## src/rtl/bip_report_pkg.sv

```systemverilog
// Shared types and constants for the BIP UART result reporter.
// State encoding, ASCII byte constants and the decimal digit-count helper.
package bip_report_pkg;

    typedef enum logic [3:0] {
        ST_IDLE  = 4'd0,
        ST_GOT_S = 4'd1,
        ST_RUN   = 4'd2,
        ST_LATCH = 4'd3,
        ST_CONV  = 4'd4,
        ST_LABEL = 4'd5,
        ST_COLON = 4'd6,
        ST_DIGIT = 4'd7,
        ST_CR    = 4'd8,
        ST_LF    = 4'd9
    } state_t;

    localparam logic [7:0] CHAR_S     = 8'h73;
    localparam logic [7:0] CHAR_CR    = 8'h0D;
    localparam logic [7:0] CHAR_LF    = 8'h0A;
    localparam logic [7:0] CHAR_COLON = 8'h3A;
    localparam logic [7:0] CHAR_0     = 8'h30;
    localparam logic [7:0] CHAR_A     = 8'h41;

    // Decimal digits needed for a w-bit unsigned value (1233/4096 ~ log10(2)).
    function automatic int dig_n(input int w);
        return ((w * 1233) >> 12) + 1;
    endfunction

    // Nibble to ASCII; decimal nibbles never exceed 9, so one helper serves both modes.
    function automatic logic [7:0] nib_to_ascii(input logic [3:0] n);
        if (n < 4'd10) return CHAR_0 + {4'd0, n};
        else           return CHAR_A + {4'd0, n} - 8'd10;
    endfunction

endpackage

```

## src/rtl/bip_bin2bcd.sv

```systemverilog
// Sequential double-dabble binary-to-BCD converter.
// The first shift happens on the start edge, so the result is ready and done
// pulses exactly DATA_W cycles after start.
module bip_bin2bcd
    import bip_report_pkg::*;
#(
    parameter int DATA_W = 16
) (
    input  logic                        clk,
    input  logic                        reset,
    input  logic                        start_i,
    input  logic [DATA_W-1:0]           bin_i,
    output logic                        busy_o,
    output logic                        done_o,
    output logic [dig_n(DATA_W)*4-1:0]  bcd_o
);

    localparam int DIG_N = dig_n(DATA_W);
    localparam int BCD_W = DIG_N * 4;

    logic [DATA_W-1:0] sh_q;
    logic [BCD_W-1:0]  bcd_q;
    logic [BCD_W-1:0]  adj;
    logic [5:0]        cnt_q;
    logic              busy_q;
    logic              done_q;

    // Add-3 correction on every BCD nibble >= 5 before the next shift.
    always_comb begin
        adj = bcd_q;
        for (int i = 0; i < DIG_N; i++) begin
            if (bcd_q[i*4 +: 4] >= 4'd5) adj[i*4 +: 4] = bcd_q[i*4 +: 4] + 4'd3;
        end
    end

    // Shift engine: load with first shift applied, then DATA_W-1 adjusted shifts.
    always_ff @(posedge clk or posedge reset) begin
        if (reset) begin
            sh_q   <= '0;
            bcd_q  <= '0;
            cnt_q  <= '0;
            busy_q <= 1'b0;
            done_q <= 1'b0;
        end else begin
            done_q <= 1'b0;
            if (start_i) begin
                sh_q   <= bin_i << 1;
                bcd_q  <= BCD_W'(bin_i[DATA_W-1]);
                cnt_q  <= 6'(DATA_W - 1);
                busy_q <= 1'b1;
            end else if (busy_q) begin
                sh_q  <= sh_q << 1;
                bcd_q <= {adj[BCD_W-2:0], sh_q[DATA_W-1]};
                cnt_q <= cnt_q - 6'd1;
                if (cnt_q == 6'd1) begin
                    busy_q <= 1'b0;
                    done_q <= 1'b1;
                end
            end
        end
    end

    assign busy_o = busy_q;
    assign done_o = done_q;
    assign bcd_o  = bcd_q;

endmodule

```

## src/rtl/bip_result_reporter.sv

```systemverilog
// UART-side host interface for the BIP processor.
// Parses "s" CR, runs the processor, then reports each channel as
// "<label>:<value>" CR LF. Define REPORT_HEX_EN for fixed-width uppercase hex
// output (no converter, no CONV state); default is zero-suppressed decimal.
// TX handshake: tx_start pulses for one cycle with tx_data valid; tx_data holds
// until tx_done_tick, and the next tx_start comes no earlier than the cycle after it.
module bip_result_reporter
    import bip_report_pkg::*;
#(
    parameter int DATA_W = 16,
    parameter int N_CH   = 2
) (
    input  logic                   clk,
    input  logic                   reset,
    input  logic                   rx_done_tick,
    input  logic [7:0]             rx_data,
    input  logic                   tx_done_tick,
    input  logic                   done,
    input  logic [N_CH*DATA_W-1:0] results,
    output logic                   run,
    output logic                   tx_start,
    output logic [7:0]             tx_data,
    output logic                   busy,
    output logic [3:0]             dbg_state
);

    localparam int CH_W = (N_CH > 1) ? $clog2(N_CH) : 1;
    localparam logic [CH_W-1:0] LAST_CH = CH_W'(N_CH - 1);
`ifdef REPORT_HEX_EN
    localparam int NIB_N = (DATA_W + 3) / 4;
`else
    localparam int DIG_N = dig_n(DATA_W);
    localparam int NIB_N = DIG_N;
`endif
    localparam int NIB_W = NIB_N * 4;

    state_t            state_q, state_d;
    logic [CH_W-1:0]   ch_q, ch_d;
    logic [3:0]        dig_q, dig_d;
    logic              latch_en;
    logic [DATA_W-1:0] shadow_q [N_CH];
    logic [NIB_W-1:0]  dig_vec;
    logic [3:0]        first_dig;
    logic [3:0]        cur_nib;
    logic              run_q, busy_q, tx_start_q;
    logic [7:0]        tx_data_q;
    logic              run_d, busy_d, tx_start_d;
    logic [7:0]        tx_data_d;

`ifdef REPORT_HEX_EN
    // Hex digits come straight from the shadow; always print every digit.
    assign dig_vec   = NIB_W'(shadow_q[ch_q]);
    assign first_dig = 4'(NIB_N - 1);
`else
    logic conv_start, conv_busy, conv_done;

    bip_bin2bcd #(.DATA_W(DATA_W)) u_bin2bcd (
        .clk     (clk),
        .reset   (reset),
        .start_i (conv_start),
        .bin_i   (shadow_q[ch_d]),
        .busy_o  (conv_busy),
        .done_o  (conv_done),
        .bcd_o   (dig_vec)
    );

    // Most significant nonzero digit; a zero value still sends its units digit.
    always_comb begin
        first_dig = 4'd0;
        for (int i = 0; i < NIB_N; i++) begin
            if (dig_vec[i*4 +: 4] != 4'd0) first_dig = 4'(i);
        end
    end
`endif

    // Nibble for the digit about to be transmitted.
    always_comb begin
        cur_nib = 4'd0;
        for (int i = 0; i < NIB_N; i++) begin
            if (4'(i) == dig_d) cur_nib = dig_vec[i*4 +: 4];
        end
    end

    // State register with channel and digit indices.
    always_ff @(posedge clk or posedge reset) begin
        if (reset) begin
            state_q <= ST_IDLE;
            ch_q    <= '0;
            dig_q   <= '0;
        end else begin
            state_q <= state_d;
            ch_q    <= ch_d;
            dig_q   <= dig_d;
        end
    end

    // Next-state logic: command parser, run control and byte sequencing.
    always_comb begin
        state_d  = state_q;
        ch_d     = ch_q;
        dig_d    = dig_q;
        latch_en = 1'b0;
`ifndef REPORT_HEX_EN
        conv_start = 1'b0;
`endif
        case (state_q)
            ST_IDLE: begin
                if (rx_done_tick && rx_data == CHAR_S) state_d = ST_GOT_S;
            end
            ST_GOT_S: begin
                if (rx_done_tick) begin
                    if (rx_data == CHAR_CR) begin
                        state_d = ST_RUN;
                        ch_d    = '0;
                    end else if (rx_data != CHAR_S) begin
                        state_d = ST_IDLE;
                    end
                end
            end
            ST_RUN: begin
                if (done) begin
                    state_d  = ST_LATCH;
                    latch_en = 1'b1;
                    ch_d     = '0;
                end
            end
            ST_LATCH: begin
`ifdef REPORT_HEX_EN
                state_d = ST_LABEL;
`else
                state_d    = ST_CONV;
                conv_start = 1'b1;
`endif
            end
            ST_CONV: begin
`ifndef REPORT_HEX_EN
                if (conv_done && !conv_busy) state_d = ST_LABEL;
`endif
            end
            ST_LABEL: begin
                if (tx_done_tick) state_d = ST_COLON;
            end
            ST_COLON: begin
                if (tx_done_tick) begin
                    state_d = ST_DIGIT;
                    dig_d   = first_dig;
                end
            end
            ST_DIGIT: begin
                if (tx_done_tick) begin
                    if (dig_q == 4'd0) state_d = ST_CR;
                    else               dig_d   = dig_q - 4'd1;
                end
            end
            ST_CR: begin
                if (tx_done_tick) state_d = ST_LF;
            end
            ST_LF: begin
                if (tx_done_tick) begin
                    if (ch_q == LAST_CH) begin
                        state_d = ST_IDLE;
                    end else begin
                        ch_d = ch_q + CH_W'(1);
`ifdef REPORT_HEX_EN
                        state_d = ST_LABEL;
`else
                        state_d    = ST_CONV;
                        conv_start = 1'b1;
`endif
                    end
                end
            end
            default: state_d = ST_IDLE;
        endcase
    end

    // Output decode: a byte is launched on entry to each byte state (and per digit).
    always_comb begin
        run_d      = (state_d == ST_RUN);
        busy_d     = !(state_d == ST_IDLE || state_d == ST_GOT_S);
        tx_start_d = 1'b0;
        tx_data_d  = tx_data_q;
        if (state_d != state_q || (state_q == ST_DIGIT && tx_done_tick)) begin
            case (state_d)
                ST_LABEL: begin tx_start_d = 1'b1; tx_data_d = CHAR_A + 8'(ch_d); end
                ST_COLON: begin tx_start_d = 1'b1; tx_data_d = CHAR_COLON;        end
                ST_DIGIT: begin tx_start_d = 1'b1; tx_data_d = nib_to_ascii(cur_nib); end
                ST_CR:    begin tx_start_d = 1'b1; tx_data_d = CHAR_CR;           end
                ST_LF:    begin tx_start_d = 1'b1; tx_data_d = CHAR_LF;           end
                default:  ;
            endcase
        end
    end

    // Registered outputs.
    always_ff @(posedge clk or posedge reset) begin
        if (reset) begin
            run_q      <= 1'b0;
            busy_q     <= 1'b0;
            tx_start_q <= 1'b0;
            tx_data_q  <= 8'd0;
        end else begin
            run_q      <= run_d;
            busy_q     <= busy_d;
            tx_start_q <= tx_start_d;
            tx_data_q  <= tx_data_d;
        end
    end

    // Shadow copy of all channels, taken when done is first seen in RUN.
    always_ff @(posedge clk or posedge reset) begin
        if (reset) begin
            for (int i = 0; i < N_CH; i++) shadow_q[i] <= '0;
        end else if (latch_en) begin
            for (int i = 0; i < N_CH; i++) shadow_q[i] <= results[i*DATA_W +: DATA_W];
        end
    end

    assign run       = run_q;
    assign busy      = busy_q;
    assign tx_start  = tx_start_q;
    assign tx_data   = tx_data_q;
    assign dbg_state = state_q;

endmodule

```

## config.mk

```make
export PLATFORM = sky130hd
export DESIGN_NAME = bip_result_reporter
export DESIGN_NICKNAME = d
export VERILOG_FILES = /design/src/rtl/bip_report_pkg.sv /design/src/rtl/bip_bin2bcd.sv /design/src/rtl/bip_result_reporter.sv
export SDC_FILE = /design/constraint.sdc
export NUM_CORES = 1
export LEC_CHECK = 0
export BUFFER_PORTS_ARGS = -buffer_cell sky130_fd_sc_hd__buf_2
export CORE_MARGIN = 2
export CORE_UTILIZATION = 40
export CTS_CLUSTER_DIAMETER = 80
export DETAILED_ROUTE_END_ITERATION = 7
export PLACE_DENSITY = 0.57
export SYNTH_ARGS = -nofsm -noshare
export SYNTH_HDL_FRONTEND = slang
export SYNTH_SLANG_ARGS = --single-unit
```

## constraint.sdc

```tcl
create_clock -name clk -period 4 [get_ports clk]
set_input_delay 0.8 -clock clk [delete_from_list [all_inputs] [get_ports clk]]
set_output_delay 0.8 -clock clk [all_outputs]
set_load 0.01 [all_outputs]
```

### After elaboration in Yosys (flattened, before gate mapping)

Cells that the tools add are included.

| operators by class | value |
|---|---|
| add/subtract/negate cells | 12 |
| $lt $le $gt $ge | 7 |
| equality and inequality tests | 25 |
| mux-type cells | 62 |
| bitwise logic cells | 1 |
| reductions and logical operators | 19 |

Operators by type and width:

| cell | count |
|---|---|
| $mux W4 | 26 |
| $mux W16 | 5 |
| $mux W20 | 2 |
| $pmux W4 S10 | 1 |
| $pmux W8 S5 | 1 |
| $eq A4 B3 Y1 const B | 7 |
| $ge A4 B3 Y1 const B | 5 |
| $mux W1 | 18 |
| $add A4 B2 Y4 const B | 4 |
| $eq A4 B4 Y1 const B | 4 |
| $logic_not A4 Y1 | 4 |
| $reduce_bool A4 Y1 | 4 |
| $eq A4 B2 Y1 const B | 3 |
| $mux W6 | 2 |
| $add A7 B1 Y8 const A | 1 |
| $add A7 B4 Y8 const A | 1 |
| $eq A2 B4 Y1 const A | 2 |
| $eq A4 B1 Y1 const B | 2 |
| $eq A8 B4 Y1 const B | 1 |
| $eq A8 B7 Y1 const B | 1 |
| $mux W8 | 1 |
| $ne A8 B7 Y1 const B | 1 |
| $pmux W4 S2 | 1 |
| $sub A8 B4 Y8 const B | 1 |
| 23 further kinds | 28 |

| storage, ports and cells | value |
|---|---|
| flip-flop bits (word level) | 96 |
| logic and storage cells | 140 |

### Depth between registers and ports, before layout

Gate-level depths: netlist (run 1).

| depth | value |
|---|---|
| word-level depth | 17 |
| mapped depth | 12 |

### Hierarchy

From an unflattened synthesis (run 1), not the netlist that was laid out.

| second synthesis, totals | value |
|---|---|
| cells, all modules | 530 |
| area total of the unflattened synthesis | 5496.5 µm² |

By module, submodules not included:

| module | instances | cells an instance | area each (µm²) | seq. area each (µm²) |
|---|---|---|---|---|
| bip_result_reporter | 1 | 287 | 3119.2 | 1276.2 |
| bip_bin2bcd | 1 | 243 | 2377.3 | 1076.0 |

### Least setup slack after synthesis (run 1)

Ideal clock, no wire load.

| path | value |
|---|---|
| path kind | reg2reg |
| start | reg u_bin2bcd.bcd_q[8], in the netlist u_bin2bcd.bcd_o[8] |
| end | reg tx_data_q[2], in the netlist tx_data[2] |
| setup time | 125 ps |
| arrival time | 3018 ps |
| path slack | 858 ps |
| stages on the path, launching flop included | 12 |
| path buffers | 0 |
| cell sequence | dfrtp_1 > inv_1 > ha_1 > or3b_1 > o211ai_1 > o211a_2 > mux4_2 > a22oi_4 > ha_1 > a211o_1 > o211ai_1 > mux2_2 |

| on the way | value |
|---|---|
| word-level cells in the longest chain between the ends | 16 |
| elaborated cells on any way between the ends | 22 |

RTL lines:

| item | RTL line | text |
|---|---|---|
| start, declared | bip_bin2bcd.sv:22 | `logic [BCD_W-1:0] bcd_q;` |
| start signal, assigned | bip_bin2bcd.sv:48 | `bcd_q <= BCD_W'(bin_i[DATA_W-1]);` |
| start signal, assigned | bip_bin2bcd.sv:53 | `bcd_q <= {adj[BCD_W-2:0], sh_q[DATA_W-1]};` |
| $reduce_bool A4 Y1 | bip_result_reporter.sv:71 | `if (dig_vec[i*4 +: 4] != 4'd0) first_dig = 4'(i);` |
| $mux W2 | bip_result_reporter.sv:71 |  |
| $mux W4 (2 in a row) | bip_result_reporter.sv:71 |  |
| $mux W4 | bip_result_reporter.sv:144 | `if (tx_done_tick) begin` |
| $pmux W4 S2 | bip_result_reporter.sv:106 | `case (state_q)` |
| $logic_not A4 Y1 | bip_result_reporter.sv:80 | `if (4'(i) == dig_d) cur_nib = dig_vec[i*4 +: 4];` |
| $mux W4 (4 in a row) | bip_result_reporter.sv:80 |  |
| $mux W4 (*) | bip_result_reporter.sv:80 |  |
| $add A7 B4 Y8 | bip_report_pkg.sv:33 | `else return CHAR_A + {4'd0, n} - 8'd10;` |
| $sub A8 B4 Y8 | bip_report_pkg.sv:33 |  |
| $mux W8 (*) | bip_report_pkg.sv:32 | `if (n < 4'd10) return CHAR_0 + {4'd0, n};` |
| $pmux W8 S5 (*) | bip_result_reporter.sv:184 | `case (state_d)` |
| end signal, assigned | bip_result_reporter.sv:206 | `tx_data_q <= tx_data_d;` |
| end, declared | bip_result_reporter.sv:46 | `logic [7:0] tx_data_q;` |

Every way passes the cells marked *; elsewhere a longest branch is shown, timed or not.
A chain may end at the register's enable or synchronous reset.

### Final worst setup path (run 1)

| path | value |
|---|---|
| start | reg u_bin2bcd.bcd_q[12], in the netlist u_bin2bcd.bcd_o[12] |
| end | reg tx_data_q[2], in the netlist tx_data[2] |

| on the way | value |
|---|---|
| word-level cells in the longest chain between the ends | 15 |
| elaborated cells on any way between the ends | 21 |

RTL lines:

| item | RTL line |
|---|---|
| $reduce_bool A4 Y1 | bip_result_reporter.sv:71 |
| $mux W4 (2 in a row) | bip_result_reporter.sv:71 |
| $mux W4 | bip_result_reporter.sv:144 |
| $pmux W4 S2 | bip_result_reporter.sv:106 |
| $logic_not A4 Y1 | bip_result_reporter.sv:80 |
| $mux W4 (4 in a row) | bip_result_reporter.sv:80 |
| $mux W4 (*) | bip_result_reporter.sv:80 |
| $add A7 B4 Y8 | bip_report_pkg.sv:33 |
| $sub A8 B4 Y8 | bip_report_pkg.sv:33 |
| $mux W8 (*) | bip_report_pkg.sv:32 |
| $pmux W8 S5 (*) | bip_result_reporter.sv:184 |

Marks and branches as above.

==> metrics.cfg, run 1 <==
[die]
fp.dieH_um = 119
coreArea_sq_um = 12700
die_area_sq_um = 14100
ios = 60
num_rows = 41
start_util_pct = 41.4
die_w_um = 119

[final_layout]
final-seq-area_sq_um = 2350
synthToLayoutAreaGrowth_pct = 14.1
layout_commonest_cell = dfrtp_1
multiInputGateArea_sq_um = 2710
num-nets-final = 608
layout_common_cells = dfrtp_1 (93), buf_2 (58), a21oi_1 (37)
nFillCells = 1236
drive_gt1_share_pct = 24.8
final_core_util_pct = 47.2
antenna_cells = 0

[detailed_routing]
ant_nets = 0
totalWireLength_um = 11300
routedWlPerCell_um = 15.6
drc_errors = 0
drtIter0Drc = 376
vias = 3935
drtPass1Iterations = 4
avgViaCountPerCell = 5.44

[logic_synthesis]
syn_nets = 556
synth_top_area_cell = dfrtp_1
synth_top_area_share_pct = 44.7
syn_inst = 495
ys_seq_elements = 94
syn_area_sq_um = 5260
synthTopCellsByArea = dfrtp_1 (45%), mux2_2 (7.5%), mux2i_1 (4.9%)
synth-edff-count = 0
ys_seq_area_share_pct = 44.7
synthFlopType = dfrtp_1
synth_warnings = 0
async_reset_ff_share_pct = 100
synth.avg_cell_area_sq_um = 10.6
synth_cell_type_count = 72

[worst_setup_path]
start_kind = flop
ff2ff_setup_slack_ps = 470
crit_type = reg -> reg
crit_path_end_kind = flop
critical_path_arrival_ps = 3770
r2r_start = u_bin2bcd.bcd_o[12]
crit_required_ps = 4240
rr_worst_depth = 11
r2r_end = tx_data[2]
worstPathMaxFanout = 7

[global_route]
grt_max_degree = 69
met1_usage_pct = 23.2
met3_usage_pct = 3.28
grt_usage_pct = 17.3
antenna_found_initial = 0
grt_pass1_vias = 3911
use_met2_pct = 27.0
grt_overflow = 0
globalRoute.busiestLayer = met2
grt_pass1_wl_um = 19600

[clocking]
clkTransAtPathRegs_ps = 70
cts_buffers = 9
clock-sinks = 94
cts_tree = done
cts_resized = 0
cts_buffer_depth = 2
holdBufCountCts = 0
postCtsSetupRepairBufs = 0
cts_root_buffer = clkbuf_16
cts.htree.levels = 3
clkLatencyLatePin_ps = 360

[timing]
holdWs_ps = 429
post-route-min-period_ps = 3530
finClkSkew_ps = 7.56
drv_slew = 0
rsz0062_at_grt = no
finalSetupViolations = 0
tightest_slew_ps = 691
final_hold_viol_count = 0
max-slew-margin-rel_pct = 54.0
fin_tns_setup_ps = 0
fmax_mhz = 283
fin_crit_sh_pct = 88.4

[power]
p_leak_nw = 2.66
vdd_ir_drop_max_mv = 0.322
power_density_nw_per_um2 = 817

[placement]
gp_congestion = 0.790
post-dp-hpwl_um = 7720
io_buffer_count = 58

[run_status]
status = completed

[run]
drv_cap = 0

[worst_hold_path]
min_path_type = in -> async

[through the flow]
stage               cell area [sq um]  power (W)  cells  setup WS [ps]
finish                           6010    0.00491    724            466
global route                     6010    0.00537    724            251
CTS                              6010    0.00496    724            495
detailed placement               5730    0.00411    708            419
global placement                 5730    0.00403    708            543
floorplan                        5260    0.00357    495            751
[synth_stat cells (all sizes together) (9+ instances only)]
master  number
ha          16
nor2b       16
inv         25
a211oi      22
buf         10
xnor2       10
a21oi       37
nor2        28
mux2i       26
mux2        35
nand3        9
nand2       28
o21ai       20
clkbuf      16
dfrtp       94
[cell families after synthesis]
group	Yosys count	share of synthesized area [%]
flip-flops	94	44.7
adder cells (fa/ha/maj)	16	3.80
AO/OA/AOI/OAI	125	17.3
XOR/XNOR	12	2.00
other	1	0.0713
multiplexers	64	13.8
AND/OR/NAND/NOR	132	14.5
buffers and inverters	51	3.90
[flip-flops by register name, indices dropped and copies added, names as in the netlist]
signal	cells
run	1
shadow_q	32
ch_q	1
u_bin2bcd.sh_q	15
u_bin2bcd.busy_o	1
dbg_state	4
u_bin2bcd.bcd_o	20
dig_q	4
tx_data	7
u_bin2bcd.cnt_q	6
busy	1
tx_start	1
u_bin2bcd.done_o	1
[worst max-delay path by stage]
stage	startpoint	to	cells past startpoint	slack [ps]
global placement	tx_done_tick	tx_data[2]	10	540
global route	dig_q[0]	tx_data[2]	11	250
CTS	u_bin2bcd.bcd_o[12]	tx_data[2]	11	490
floorplan	reset	busy	1	750
detailed placement	tx_done_tick	tx_data[2]	10	420
finish	u_bin2bcd.bcd_o[12]	tx_data[2]	11	470
[report_power, final]
part           internal (W)  leakage (nW)  switching (W)  total (W)
logic               0.00109          1.37        0.00122    0.00231
clock network      0.000439         0.132       0.000379   0.000818
registers           0.00139          1.15       0.000389    0.00178
total               0.00292          2.66        0.00198    0.00491
[critical path, cell delays in order (launching register included)]
cell and delay (ps):
dfrtp_1 440, inv_1 110, ha_1 210, or3b_1 390
o211ai_1 310, o211a_2 340, mux4_2 550, a22oi_4 300
ha_1 250, a211o_1 140, o211ai_1 90, mux2_2 290
[routing by layer]
metal	part of all wire, %	up-vias
met5	0	-
met4	2.4	0
met3	3.7	21
met2	47	75
met1	47	1928
li1	-	1911
[cell type report]
cell class,instances,share of cell area (%)
tap,172,3.58
inverter,25,1.58
clock buffer,11,4.04
sequential,94,39.2
timing repair buffer,67,5.96
multi-input combinational,350,45.1
clock inverter,5,0.562
No activity file was read; power rests on OpenSTA's default activity.
==> run 2, diff against run 1 <==
==> constraint.sdc (replaced) <==
create_clock -name clk -period 4.32 [get_ports clk]
set_input_delay 0.864 -clock clk [delete_from_list [all_inputs] [get_ports clk]]
set_output_delay 0.864 -clock clk [all_outputs]
set_load 0.01 [all_outputs]
==> metrics.cfg, run 2 (synthesis gave the netlist of run 1 again) <==
[global_route]
antenna_found_initial = 0
grt_pass1_wl_um = 19400
grt_pass1_vias = 3982
grt_max_degree = 69
grt_overflow = 0
grt_usage_pct = 17.1

[detailed_routing]
vias = 3965
wl_met3_um = 465
ant_nets = 0
routedWlPerCell_um = 15.8
wl_met2_um = 5210
met1_length_um = 5360
drtPass1Iterations = 5
avgViaCountPerCell = 5.48
drc_errors = 0
routed.top_layer = met4
drtIter0Drc = 321
totalWireLength_um = 11400

[clocking]
cts_tree = done
holdBufCountCts = 0
cts_buffers = 9
cts_resized = 0
cts_root_buffer = clkbuf_16
clock-sinks = 94
clkLatencyLatePin_ps = 350
cts_buffer_depth = 2
clkTransAtPathRegs_ps = 70
postCtsSetupRepairBufs = 0
cts.htree.levels = 3

[placement]
postPlaceCellArea_sq_um = 5720
io_buffer_count = 58
post-dp-hpwl_um = 7710
gp_congestion = 0.823

[worst_setup_path]
crit_top_cell = ha_1
r2r_end = tx_data[2]
cp_slowest_cell = mux4_2
crit_chain = inv_1, ha_1, nor3b_2, o31a_1, o211a_2, mux4_2, a22oi_4, ha_1, a211o_1, o211ai_1, mux2_2
critical_path_arrival_ps = 3730
rr_worst_depth = 11
slowest_delay_ps = 560
r2r_start = dig_q[0]
crit_path_end_kind = flop
crit_type = reg -> reg
cp_top_family = compound AO/OA/AOI/OAI gates
worstPathMaxFanout = 7
start_kind = flop
path_buf_inv = 1
ff2ff_setup_slack_ps = 820
crit_required_ps = 4560

[power]
swShare_pct = 40.1
power_density_nw_per_um2 = 766
combPwrFrac_pct = 46.2
vdd_ir_drop_max_mv = 0.321
p_int_w = 0.00277
pwr-share-clk_pct = 17.8
seqPwrFrac_pct = 36.0
switching_power_w = 0.00185
p_leak_nw = 2.67

[run_status]
status = completed

[die]
start_util_pct = 41.4
coreArea_sq_um = 12700
fp.dieH_um = 119
ios = 60
die_area_sq_um = 14100
die_w_um = 119
num_rows = 41

[final_layout]
multiInputGateArea_sq_um = 2710
largest_reg_flops = 32
top_register = shadow_q
drive_gt1_share_pct = 24.9
synthToLayoutAreaGrowth_pct = 14.6
layout_common_cells = dfrtp_1 (93), buf_2 (58), a21oi_1 (37)
final-seq-area_sq_um = 2350
num-nets-final = 607
fin_area_sq_um = 6030
nFillCells = 1222
antenna_cells = 0
layout_commonest_cell = dfrtp_1

[timing]
fmax_mhz = 286
tightest_slew_ps = 892
post-route-min-period_ps = 3500
finClkSkew_ps = 9.92
final_hold_viol_count = 0
finalSetupViolations = 0
fin_tns_setup_ps = 0
max-slew-margin-rel_pct = 40.4
fin_crit_sh_pct = 80.9
rsz0062_at_grt = no
drv_slew = 0

[run]
drv_cap = 0

[worst_hold_path]
min_path_type = reg -> reg
hp-start = shadow_q[0]
hold_depth = 1
min_to = shadow_q[0]

[run 2: changes by cell type in the layout (fill, tap and decap cells not counted)]
cell	previous run	this run
clkinv_4	0	2
buf_4	9	8
clkinv_2	3	2
clkinvlp_4	2	1
clkbuf_1	1	0
bufinv_16	0	1
[run 2: through the flow]
step                      power, W  hold slack [ps]  cells  utilization [%]  worst slack [ps]
after floorplan            0.00331              479    495                -              1010
after global placement     0.00373              488    707             45.0               791
after detailed placement   0.00380              492    707             45.0               703
after CTS                  0.00465              508    723             47.4               838
after global routing       0.00503              528    723             47.4               654
final                      0.00462              505    723             47.4               824
[run 2: final cells by class]
cell class / count / area share, %
Clock buffer: 10 / 3.96
Inverter: 25 / 1.58
Multi-Input combinational cell: 350 / 44.9
Tap cell: 172 / 3.57
Timing Repair Buffer: 66 / 5.81
Clock inverter: 6 / 1.14
Sequential cell: 94 / 39.0
[run 2: how the worst max path moves through the flow]
stage | start | endpoint | cells after the start
2_1_floorplan | reset | busy | 1
6_report | dig_q[0] | tx_data[2] | 11
5_1_grt | u_bin2bcd.bcd_o[13] | tx_data[2] | 11
4_1_cts | u_bin2bcd.bcd_o[9] | tx_data[2] | 11
3_5_place_dp | tx_done_tick | tx_data[2] | 10
3_3_place_gp | tx_done_tick | tx_data[2] | 10
[run 2: power by group through the flow]
stage | Sequential, W | Clock, W | Combinational (W)
after floorplan | 0.00156 | 0 | 0.00174
after global routing | 0.00173 | 0.000882 | 0.00242
after global placement | 0.00166 | 0 | 0.00208
after CTS | 0.00166 | 0.000838 | 0.00215
after detailed placement | 0.00167 | 0 | 0.00213
final | 0.00166 | 0.000822 | 0.00214
[run 2: metal layers]
metal | up-vias | track usage, %
met5 | - | 0
met4 | 0 | 8.63
met3 | 27 | 3.28
met2 | 91 | 26.7
met1 | 1936 | 22.7
li1 | 1911 | -
